## src/rtl/mem_arbiter.sv

```systemverilog
// rtl/mem_arbiter.sv - two-port single-cycle memory arbiter with fixed-latency responses
// Define MEM_ARBITER_RR_EN for round-robin contention; default is fixed priority to port 0.
module mem_arbiter #(
  parameter int DATA_WIDTH = 32,
  parameter int ADDR_WIDTH = 11
) (
  input  logic                  clk,
  input  logic                  rst,
  input  logic                  req0_valid,
  input  logic                  req0_we,
  input  logic [ADDR_WIDTH-1:0] req0_addr,
  input  logic [DATA_WIDTH-1:0] req0_wdata,
  output logic                  req0_ready,
  input  logic                  req1_valid,
  input  logic                  req1_we,
  input  logic [ADDR_WIDTH-1:0] req1_addr,
  input  logic [DATA_WIDTH-1:0] req1_wdata,
  output logic                  req1_ready,
  output logic                  rsp0_valid,
  output logic [DATA_WIDTH-1:0] rsp0_rdata,
  output logic                  rsp1_valid,
  output logic [DATA_WIDTH-1:0] rsp1_rdata,
  output logic                  mem_we,
  output logic                  mem_re,
  output logic [ADDR_WIDTH-1:0] mem_addr,
  output logic [DATA_WIDTH-1:0] mem_wd,
  input  logic [DATA_WIDTH-1:0] mem_rd
);

  logic gnt0, gnt1, any_gnt;
  logic last_grant, last_grant_d;
  logic pend_valid, pend_owner, pend_read;

  // Grants are suppressed while in reset so nothing can be accepted in that cycle.
  always_comb begin
    gnt0 = 1'b0;
    gnt1 = 1'b0;
    if (!rst) begin
      if (req0_valid && req1_valid) begin
`ifdef MEM_ARBITER_RR_EN
        gnt0 = last_grant;
        gnt1 = ~last_grant;
`else
        gnt0 = 1'b1;
`endif
      end else begin
        gnt0 = req0_valid;
        gnt1 = req1_valid;
      end
    end
  end

  assign any_gnt    = gnt0 | gnt1;
  assign req0_ready = gnt0;
  assign req1_ready = gnt1;

  always_comb begin
    last_grant_d = last_grant;
    if (any_gnt) last_grant_d = gnt1;
  end

  always_comb begin
    mem_we   = 1'b0;
    mem_re   = 1'b0;
    mem_addr = '0;
    mem_wd   = '0;
    if (gnt1) begin
      mem_we   = req1_we;
      mem_re   = ~req1_we;
      mem_addr = req1_addr;
      mem_wd   = req1_wdata;
    end else if (gnt0) begin
      mem_we   = req0_we;
      mem_re   = ~req0_we;
      mem_addr = req0_addr;
      mem_wd   = req0_wdata;
    end
  end

  // last_grant resets to 1 so port 0 wins the first contention.
  always_ff @(posedge clk) begin
    if (rst) begin
      pend_valid <= 1'b0;
      pend_owner <= 1'b0;
      pend_read  <= 1'b0;
      last_grant <= 1'b1;
    end else begin
      pend_valid <= any_gnt;
      pend_owner <= gnt1;
      pend_read  <= mem_re;
      last_grant <= last_grant_d;
    end
  end

  assign rsp0_valid = pend_valid & ~pend_owner & ~rst;
  assign rsp1_valid = pend_valid &  pend_owner & ~rst;
  assign rsp0_rdata = (rsp0_valid && pend_read) ? mem_rd : '0;
  assign rsp1_rdata = (rsp1_valid && pend_read) ? mem_rd : '0;

endmodule

```

## config.mk

```make
export PLATFORM = sky130hd
export DESIGN_NAME = mem_arbiter
export DESIGN_NICKNAME = d
export VERILOG_FILES = /design/src/rtl/mem_arbiter.sv
export SDC_FILE = /design/constraint.sdc
export NUM_CORES = 1
export LEC_CHECK = 0
export ABC_CLOCK_PERIOD_IN_PS = 1450
export CAP_MARGIN = 30
export CORE_AREA = 4 4 91 93
export DETAILED_ROUTE_END_ITERATION = 16
export DIE_AREA = 0 0 95 97
export PLACE_DENSITY_LB_ADDON = 0.25
export SYNTH_ARGS = -nofsm -noshare
export SYNTH_HDL_FRONTEND = slang
export SYNTH_SLANG_ARGS = --single-unit
```

## constraint.sdc

```tcl
create_clock -name clk -period 1.45 [get_ports clk]
set_input_delay 0.29 -clock clk [delete_from_list [all_inputs] [get_ports clk]]
set_output_delay 0.29 -clock clk [all_outputs]
set_load 0.02 [all_outputs]
```

==> results of run 1 <==
[final cells by class]
cell class / count / area, µm²
clock buffer: 4 / 45.0
fill: 621 / 3040
inverter: 2 / 10.0
multi-input combinational: 121 / 1140
sequential: 3 / 63.8
tap: 102 / 128
timing repair buffer: 277 / 3100
[cells by family (layout without fill, tap and decap cells)]
| logic type | Yosys count | count (layout) | synth area share, % |
|---|---|---|---|
| AO/OA/AOI/OAI | 46 | 46 | 39.7 |
| AND/OR/NAND/NOR | 75 | 75 | 41.2 |
| buffers and inverters | 21 | 283 | 14.0 |
| flip-flops | 3 | 3 | 5.20 |
[worst paths after layout]
check        from         end  slack (ns)  cells after the start
max    req1_valid   mem_wd[9]       -0.23                      8
min           rst  pend_valid        0.24                      2
[registers in the layout, indices dropped and copies added (netlist names)]
| register | cells |
|---|---|
| pend_valid | 1 |
| pend_owner | 1 |
| pend_read | 1 |
[through the flow]
stage          hold WS (ns)  TNS (ns)  instances  worst slack, ns
6_report              0.244    -12.64        509           -0.228
5_1_grt               0.248    -16.14        509           -0.259
4_1_cts               0.256    -14.38        512           -0.279
3_5_place_dp          0.910   -103.91        477            -1.01
3_3_place_gp          0.897   -102.40        477           -0.983
2_1_floorplan         0.362         0        145            0.121
[per-layer routing]
layer	track usage [%]	routed length, µm
met4	3.55	125
met1	18.1	3230
met5	0	0
met2	36.1	5170
met3	6.61	1150
[repair_timing]
item | in CTS | in global routing
gates cloned | 9 | 4
hold endpoints to repair | 0 | 0
setup buffers | 24 | 1
gates resized for setup | 707 | 99
pin swaps | 48 | 44
endpoints found under the setup margin | 113 | 111
[synthesized netlist by cell type]
master    number
nand2b_2       1
o32ai_1        2
nand2b_1       1
clkbuf_2       3
and2_1        64
nor2b_1        1
buf_2          7
dfxtp_1        3
and4b_1        1
inv_4          1
inv_2          1
and4bb_1       1
nor2_1         4
and3b_1        1
a32o_1        44
nor3b_1        1
buf_6          9
[power by group]
| group | leakage, nW | total, W | switching [W] | internal [W] |
|---|---|---|---|---|
| clock network | 0.0228 | 0.000242 | 0.0000549 | 0.000187 |
| registers | 0.0258 | 0.0000921 | 0.00000326 | 0.0000889 |
| logic | 2.02 | 0.00102 | 0.000375 | 0.000648 |
==> impl_metrics.env, run 1 <==
export IMPL_status="finished, violations left"
export IMPL_violations="negative setup slack"
export IMPL_die_area_um2=9220
export IMPL_yosys_register_bits=3
export IMPL_path_max_fanout=4
export IMPL_cts_tree="yes"
export IMPL_detail_route_wl_per_cell_um=19.0
export IMPL_synth_area_um2=1150
export IMPL_ys_seq_area_share_pct=5.20
export IMPL_io_buffers=236
export IMPL_syn_nets=269
export IMPL_num_vias=2298
export IMPL_placed_area_um2=3670
export IMPL_antenna_found_initial=0
export IMPL_cts_hold_buffers=0
export IMPL_finalPower_w=0.00136
export IMPL_slew_headroom_pct=84.4
export IMPL_slew_viol_final=0
export IMPL_cp_buffers_inverters=6
export IMPL_synthCells=145
export IMPL_crit_path_max_incr_delay_ns=0.25
export IMPL_drive_above_1_share_pct=61.9
export IMPL_finalCritPeriodShare_pct=116
export IMPL_drt_iter0_drc=52
export IMPL_cts_sinks=3
export IMPL_avgSynthCellArea_um2=7.96
export IMPL_leakagePower_nw=2.07
export IMPL_ys_types=17
export IMPL_grt_pass1_wl_um=13400
export IMPL_viasPerCell=4.51
export IMPL_mostFrequentLayoutCells="buf_6, clkdlybuf4s50_1, and2_4, a32o_1, a32o_2"
export IMPL_fin_area_um2=4490
export IMPL_initial_core_util_pct=15.3
export IMPL_areaGrowthSynthToFinish_pct=289
export IMPL_gp_congestion=0.758
export IMPL_crit_required_ns=1.16
export IMPL_core_area_um2=7530
export IMPL_grt_total_usage_pct=18.5
export IMPL_clk_pin_slew_ns=0.03
export IMPL_fmax_mhz=596
export IMPL_cts_htree_levels=1
export IMPL_setup_viol_count_final=102
export IMPL_drc=0
export IMPL_clk_path_buf_depth=2
export IMPL_grt_max_degree=35
export IMPL_crit_top_cell="buf_6"
export IMPL_hold_violations=0
export IMPL_yosys_area_top_type="a32o_1"
export IMPL_root_buffer="clkbuf_8"
export IMPL_powerDensity_nw_per_um2=303
export IMPL_antenna_left=0
export IMPL_worst_setup_path_type="input port to primary output"
export IMPL_crit_family="buffers and inverters"
export IMPL_startpoint_type="input port"
export IMPL_rows=32
export IMPL_yosys_area_top_type_share_pct=38.1
export IMPL_endpoint_kind="primary output"
export IMPL_dpl_hpwl_um=6650
export IMPL_synth_area_leaders="a32o_1, and2_1, buf_6"
export IMPL_ios=237
export IMPL_worst_slack_ns=-0.228
export IMPL_slowest_stage="a32o_2"
export IMPL_grt_ovfl_total=0
export IMPL_mostFrequentLayoutCell="buf_6"
export IMPL_rsz0062_at_grt="yes"
export IMPL_peakVddDrop_mv=0.176
export IMPL_antennaDiodeCount=0
export IMPL_die_w_um=95
export IMPL_yosysWarnings=0
export IMPL_first_pass_iters=4
export IMPL_worst_pin_slew_ns=0.233
export IMPL_grt_pass1_vias=2518
export IMPL_hold_class="input port to register"
export IMPL_drv_cap=0
export IMPL_cp_cell_sequence="buf_6, nor2b_4, buf_8, buf_12, buf_16, buf_6, a32o_2, buf_6"
export IMPL_fin_nets=532
export IMPL_cts_buffers=3
export IMPL_period_needed_ns=1.68
export IMPL_drt_total_wl_um=9670
export IMPL_utilization_pct=59.6
export IMPL_crit_arrival_ns=1.39
export IMPL_die_h_um=97
(Power assumes the default switching activity.)
==> run 2, diff against run 1 <==
--- a/config.mk
+++ b/config.mk
@@ -5,11 +5,12 @@
 export SDC_FILE = /design/constraint.sdc
 export NUM_CORES = 1
 export LEC_CHECK = 0
+export ABC_AREA = 1
 export ABC_CLOCK_PERIOD_IN_PS = 1450
 export CAP_MARGIN = 30
-export CORE_AREA = 4 4 91 93
+export CORE_AREA = 4 4 89 91
 export DETAILED_ROUTE_END_ITERATION = 16
-export DIE_AREA = 0 0 95 97
+export DIE_AREA = 0 0 93 95
 export PLACE_DENSITY_LB_ADDON = 0.25
 export SYNTH_ARGS = -nofsm -noshare
 export SYNTH_HDL_FRONTEND = slang
==> impl_metrics.env, run 2 <==
export IMPL_root_buffer="clkbuf_8"
export IMPL_cts_tree="yes"
export IMPL_synth_commonest_cells="nand2_1, nor2_1, nand4_1"
export IMPL_yosys_register_bits=3
export IMPL_placed_area_um2=3790
export IMPL_grt_total_usage_pct=19.4
export IMPL_initial_core_util_pct=17.2
export IMPL_avgSynthCellArea_um2=4.48
export IMPL_slew_headroom_pct=80.2
export IMPL_synth_area_leaders="nand2_1, nand4_1, nor2_1"
export IMPL_crit_arrival_ns=1.34
export IMPL_dpl_hpwl_um=6850
export IMPL_cp_buffers_inverters=4
export IMPL_num_vias=2790
export IMPL_antenna_found_initial=0
export IMPL_leakagePower_nw=2.20
export IMPL_cp_cell_sequence="nand4_1, buf_4, buf_16, buf_4, nor2_4, buf_6"
export IMPL_numPlacedInstances=602
export IMPL_path_max_fanout=8
export IMPL_cts_buffers=3
export IMPL_fmax_mhz=615
export IMPL_crit_required_ns=1.16
export IMPL_synth_edff_count=0
export IMPL_largestRegisters="pend_owner: 1 flops, pend_read: 1 flops, pend_valid: 1 flops"
export IMPL_cts_sinks=3
export IMPL_viasPerCell=4.45
export IMPL_io_buffers=236
export IMPL_syn_nets=398
export IMPL_rows=31
export IMPL_clk_path_buf_depth=2
export IMPL_grt_pass1_wl_um=13700
export IMPL_ys_seq_area_share_pct=4.89
export IMPL_startpoint_type="register"
export IMPL_status="finished, violations left"
export IMPL_violations="negative setup slack"
export IMPL_ys_types=12
export IMPL_ios=237
export IMPL_worst_slack_ns=-0.176
export IMPL_mostFrequentLayoutCells="clkdlybuf4s50_1, nand2_1, buf_6, buf_4, nand4_1"
export IMPL_antennaDiodeCount=0
export IMPL_mostFrequentLayoutCell="clkdlybuf4s50_1"
export IMPL_synthCells=274
export IMPL_clk_pin_slew_ns=0.03
export IMPL_die_w_um=93
export IMPL_crit_top_cell="buf_4"
export IMPL_crit_path_max_incr_delay_ns=0.33
export IMPL_powerDensity_nw_per_um2=311
export IMPL_first_pass_iters=6
export IMPL_grt_pass1_vias=2767
export IMPL_slew_viol_final=0
export IMPL_grt_max_degree=33
export IMPL_gp_congestion=0.736
export IMPL_detail_route_wl_per_cell_um=15.3
export IMPL_drc=0
export IMPL_core_area_um2=7140
export IMPL_yosysMostFrequentCell="nand2_1"
export IMPL_rsz0062_at_grt="yes"
export IMPL_worst_setup_path_type="register to primary output"
export IMPL_peakVddDrop_mv=0.183
export IMPL_hold_violations=0
export IMPL_grt_ovfl_total=0
export IMPL_slowest_stage="dfxtp_2"
export IMPL_setup_viol_count_final=62
export IMPL_endpoint_kind="primary output"
export IMPL_finalCritPeriodShare_pct=112
export IMPL_min_delay_start="req0_valid"
export IMPL_cts_hold_buffers=0
export IMPL_die_area_um2=8840
export IMPL_yosys_area_top_type="nand2_1"
export IMPL_yosys_area_top_type_share_pct=28.1
export IMPL_synthFlopType="dfxtp_1"
export IMPL_crit_family="buffers and inverters"
export IMPL_whs_endpoint="pend_owner"
export IMPL_areaGrowthSynthToFinish_pct=253
export IMPL_period_needed_ns=1.63
export IMPL_min_path_cells=3
export IMPL_antenna_left=0
export IMPL_fin_nets=653
export IMPL_yosysWarnings=0
export IMPL_drive_above_1_share_pct=42.6
export IMPL_cts_htree_levels=1
export IMPL_async_flop_share_pct=0
export IMPL_drt_iter0_drc=64
export IMPL_fin_cells=627
export IMPL_drv_cap=0
export IMPL_die_h_um=95
export IMPL_fin_area_um2=4340
export IMPL_synth_area_um2=1230
export IMPL_drt_total_wl_um=9580
export IMPL_hold_class="input port to register"
export IMPL_startpoint="pend_valid"
export IMPL_worst_pin_slew_ns=0.297
==> run 2: changes by cell type in the layout (fill, tap and decap cells not counted), sizes merged, moves of 2 or more <==
cell / before / now
a32o: 44 / 0
and2: 64 / 0
buf: 151 / 148
dlygate4sd2: 2 / 0
inv: 2 / 38
nand2: 0 / 92
nand2b: 2 / 0
nand4: 0 / 47
nor2: 4 / 67
nor3: 0 / 2
o32ai: 2 / 0
==> run 2: what timing repair did <==
item,in CTS,in global routing
gates resized for setup,604,118
setup buffers,14,3
setup endpoints to repair,113,88
pin swaps,3,22
cloned,6,2
==> run 2: layer usage <==
layer	vias to the layer above	routed length, µm	GRT usage [%]
met1	1256	3230	18.4
met2	154	5240	39.5
met4	0	136	4.40
met3	13	965	6.61
met5	-	0	0
li1	1367	-	-
==> run 2: tightest hold or removal path, delay by kind of cell <==
family | cells | cell delay (ns)
buffers and inverters | 2 | 0.19
and+or+nand+nor | 1 | 0.04
==> run 2: cells by family after synthesis <==
| logic type | Yosys count | share of synthesized area [%] |
|---|---|---|
| DFF | 3 | 4.89 |
| AOI/OAI and AO/OA | 1 | 0.611 |
| and+or+nand+nor | 208 | 73.9 |
| buffers and inverters | 62 | 20.6 |
==> run 2: how the worst max path moves through the flow <==
stage | slack, ns | cells after the start | end
after floorplan | 0.14 | 4 | mem_addr[1]
after global placement | -0.87 | 6 | mem_wd[1]
after detailed placement | -0.89 | 7 | mem_wd[5]
after CTS | -0.16 | 6 | rsp1_rdata[18]
after global routing | -0.28 | 6 | rsp1_rdata[16]
final | -0.18 | 6 | rsp1_rdata[16]
==> run 2: final cells by class <==
cell class              count  area [µm²]
inverters                  38         145
repair buffers            274        2790
clock buffers               4        45.0
fillers                   636        2800
multi-input cells         209        1170
well taps                  99         124
flip-flops and latches      3        63.8
==> run 2: per-stage QoR <==
stage	hold slack, ns	setup TNS (ns)	power, W	util [%]	setup slack [ns]
final	0.326	-3.66	0.00135	60.8	-0.176
after global routing	0.335	-9.16	0.00143	60.8	-0.277
after CTS	0.354	-5.07	0.00127	56.2	-0.161
after detailed placement	1.02	-92.12	0.000985	53.2	-0.890
after global placement	0.996	-90.09	0.000978	53.2	-0.869
after floorplan	0.362	0	0.000394	-	0.143
==> run 2: power by group <==
part / switching [W] / total [W] / internal (W) / leakage (nW)
Sequential: 0.00000338 / 0.0000922 / 0.0000888 / 0.0258
Clock: 0.0000649 / 0.000253 / 0.000188 / 0.0228
Combinational: 0.000436 / 0.00100 / 0.000568 / 2.16
==> run 3, diff against run 2 <==
--- a/config.mk
+++ b/config.mk
@@ -6,8 +6,7 @@
 export NUM_CORES = 1
 export LEC_CHECK = 0
 export ABC_AREA = 1
-export ABC_CLOCK_PERIOD_IN_PS = 1450
-export CAP_MARGIN = 30
+export ABC_CLOCK_PERIOD_IN_PS = 1600
 export CORE_AREA = 4 4 89 91
 export DETAILED_ROUTE_END_ITERATION = 16
 export DIE_AREA = 0 0 93 95
==> constraint.sdc (replaced) <==
create_clock -name clk -period 1.6 [get_ports clk]
set_input_delay 0.32 -clock clk [delete_from_list [all_inputs] [get_ports clk]]
set_output_delay 0.32 -clock clk [all_outputs]
set_load 0.02 [all_outputs]
==> impl_metrics.env, run 3 (synthesis gave the netlist of run 2 again) <==
export IMPL_setup_viol_count_final=0
export IMPL_worst_slack_ns=0.0255
export IMPL_grt_pass1_wl_um=13000
export IMPL_drt_iter0_drc=81
export IMPL_path_max_fanout=32
export IMPL_detail_route_wl_per_cell_um=14.8
export IMPL_drv_cap=0
export IMPL_hold_violations=0
export IMPL_initial_core_util_pct=17.2
export IMPL_clk_path_buf_depth=2
export IMPL_grt_ovfl_total=0
export IMPL_status="completed"
export IMPL_hold_class="input port to register"
export IMPL_mostFrequentLayoutCell="clkdlybuf4s50_1"
export IMPL_viasPerCell=4.40
export IMPL_cts_tree="yes"
export IMPL_pwr_share_seq_pct=7.3
export IMPL_finalPower_w=0.00114
export IMPL_cp_cell_sequence="inv_1, nand4_1, buf_12, nor2_1, buf_2"
export IMPL_rows=31
export IMPL_cts_htree_levels=1
export IMPL_grt_total_usage_pct=18.4
export IMPL_slowest_stage="dfxtp_2"
export IMPL_die_h_um=95
export IMPL_dpl_hpwl_um=6860
export IMPL_leakagePower_nw=2.09
export IMPL_crit_path_max_incr_delay_ns=0.32
export IMPL_dp_slack_ns=-0.796
export IMPL_core_area_um2=7140
export IMPL_p_sw_w=0.000406
export IMPL_peakVddDrop_mv=0.204
export IMPL_regArea_um2=62.6
export IMPL_clkPwrFrac_pct=18.8
export IMPL_crit_required_ns=1.28
export IMPL_p_int_w=0.000731
export IMPL_grt_max_degree=33
export IMPL_min_delay_start="req0_valid"
export IMPL_clk_pin_slew_ns=0.03
export IMPL_num_vias=2713
export IMPL_whs_ns=0.428
export IMPL_cts_buffers=3
export IMPL_areaGrowthSynthToFinish_pct=209
export IMPL_antenna_found_initial=0
export IMPL_drt_total_wl_um=9090
export IMPL_num_fill_cells=762
export IMPL_worst_pin_slew_ns=0.256
export IMPL_slew_viol_final=0
export IMPL_fmax_mhz=635
export IMPL_die_w_um=93
export IMPL_placed_area_um2=3790
export IMPL_multi_input_area_um2=956
export IMPL_first_pass_iters=4
export IMPL_fin_nets=642
export IMPL_antenna_left=0
export IMPL_period_needed_ns=1.57
export IMPL_gp_congestion=0.736
export IMPL_p_comb_share_pct=73.9
export IMPL_drive_above_1_share_pct=31.9
export IMPL_startpoint_type="register"
export IMPL_rsz0062_at_grt="yes"
export IMPL_min_path_cells=3
export IMPL_grt_pass1_vias=2598
export IMPL_power_share_switching_pct=35.7
export IMPL_finalCritPeriodShare_pct=98.4
export IMPL_powerDensity_nw_per_um2=299
export IMPL_mostFrequentLayoutCells="clkdlybuf4s50_1, nand2_1, buf_4, nor2_1, nand4_1"
export IMPL_slew_headroom_pct=83.0
export IMPL_root_buffer="clkbuf_8"
export IMPL_cts_hold_buffers=0
export IMPL_io_buffers=236
export IMPL_tns_ns=0
export IMPL_antennaDiodeCount=0
export IMPL_drc=0
export IMPL_die_area_um2=8840
export IMPL_crit_arrival_ns=1.25
export IMPL_ios=237
export IMPL_largestRegisters="pend_owner: 1 flops, pend_read: 1 flops, pend_valid: 1 flops"
export IMPL_worst_setup_path_type="register to primary output"
export IMPL_whs_endpoint="pend_owner"
export IMPL_endpoint_kind="primary output"
export IMPL_fin_area_um2=3800
export IMPL_cts_sinks=3
[run 3: changes by cell type in the layout (fill, tap and decap cells not counted), moves of 5 or more]
| cell | previous run | this run |
|---|---|---|
| clkbuf_2 | 0 | 5 |
| nor2_4 | 16 | 1 |
| nor2_1 | 34 | 53 |
| buf_2 | 17 | 44 |
| nand2_1 | 62 | 89 |
| nand2_2 | 26 | 3 |
| buf_6 | 62 | 14 |
| clkdlybuf4s15_2 | 3 | 8 |
[run 3: worst max path at each step]
stage	start	to	slack (ns)	cells after the start
2_1_floorplan	req1_valid	mem_addr[1]	0.23	4
4_1_cts	pend_owner	rsp1_rdata[28]	0.0002	4
3_3_place_gp	rst	mem_wd[1]	-0.78	6
5_1_grt	pend_owner	rsp0_rdata[11]	-0.05	5
6_report	pend_owner	rsp0_rdata[11]	0.03	5
3_5_place_dp	req0_valid	mem_wd[5]	-0.80	7
[run 3: layout make-up]
| class | count | share of cell area (%) |
|---|---|---|
| inverter | 38 | 3.89 |
| multi-input combinational | 209 | 25.2 |
| sequential | 3 | 1.65 |
| tap | 99 | 3.26 |
| clock buffer | 4 | 1.19 |
| timing repair buffer | 263 | 64.8 |
[run 3: repair_timing]
item / in CTS / in global routing
endpoints found under the setup margin: 113 / 69
cloned: 4 / 2
gates resized for setup: 446 / 99
pin swaps: 1 / 1
setup buffers: 3 / 1
[run 3: critical path: cells and delay by family, from the launching register on]
kind,cells,cell delay (ns)
buf+inv,3,0.46
flops,1,0.32
simple gates,2,0.26
[run 3: stage by stage]
stage / std cells / util [%]
6_report: 616 / 53.2
5_1_grt: 616 / 53.2
3_5_place_dp: 602 / 53.2
3_3_place_gp: 602 / 53.2
4_1_cts: 613 / 51.1
2_1_floorplan: 274 / -
[run 3: power by group through the flow]
stage                     Clock [W]  Combinational (W)  Sequential (W)
final                      0.000214           0.000840       0.0000831
after global routing       0.000232           0.000897       0.0000835
after CTS                  0.000219           0.000820       0.0000825
after detailed placement          0           0.000811       0.0000834
after global placement            0           0.000803       0.0000833
after floorplan                   0           0.000274       0.0000827
[run 3: per-layer routing]
metal | vias to the layer above | wire length, µm | share of wire [%] | global-route usage [%]
li1 | 1345 | - | - | -
met1 | 1218 | 3230 | 36 | 19.0
met2 | 142 | 4840 | 53 | 35.6
met5 | - | 0 | 0 | 0
met3 | 8 | 946 | 10 | 7.09
met4 | 0 | 71 | 0.78 | 3.17
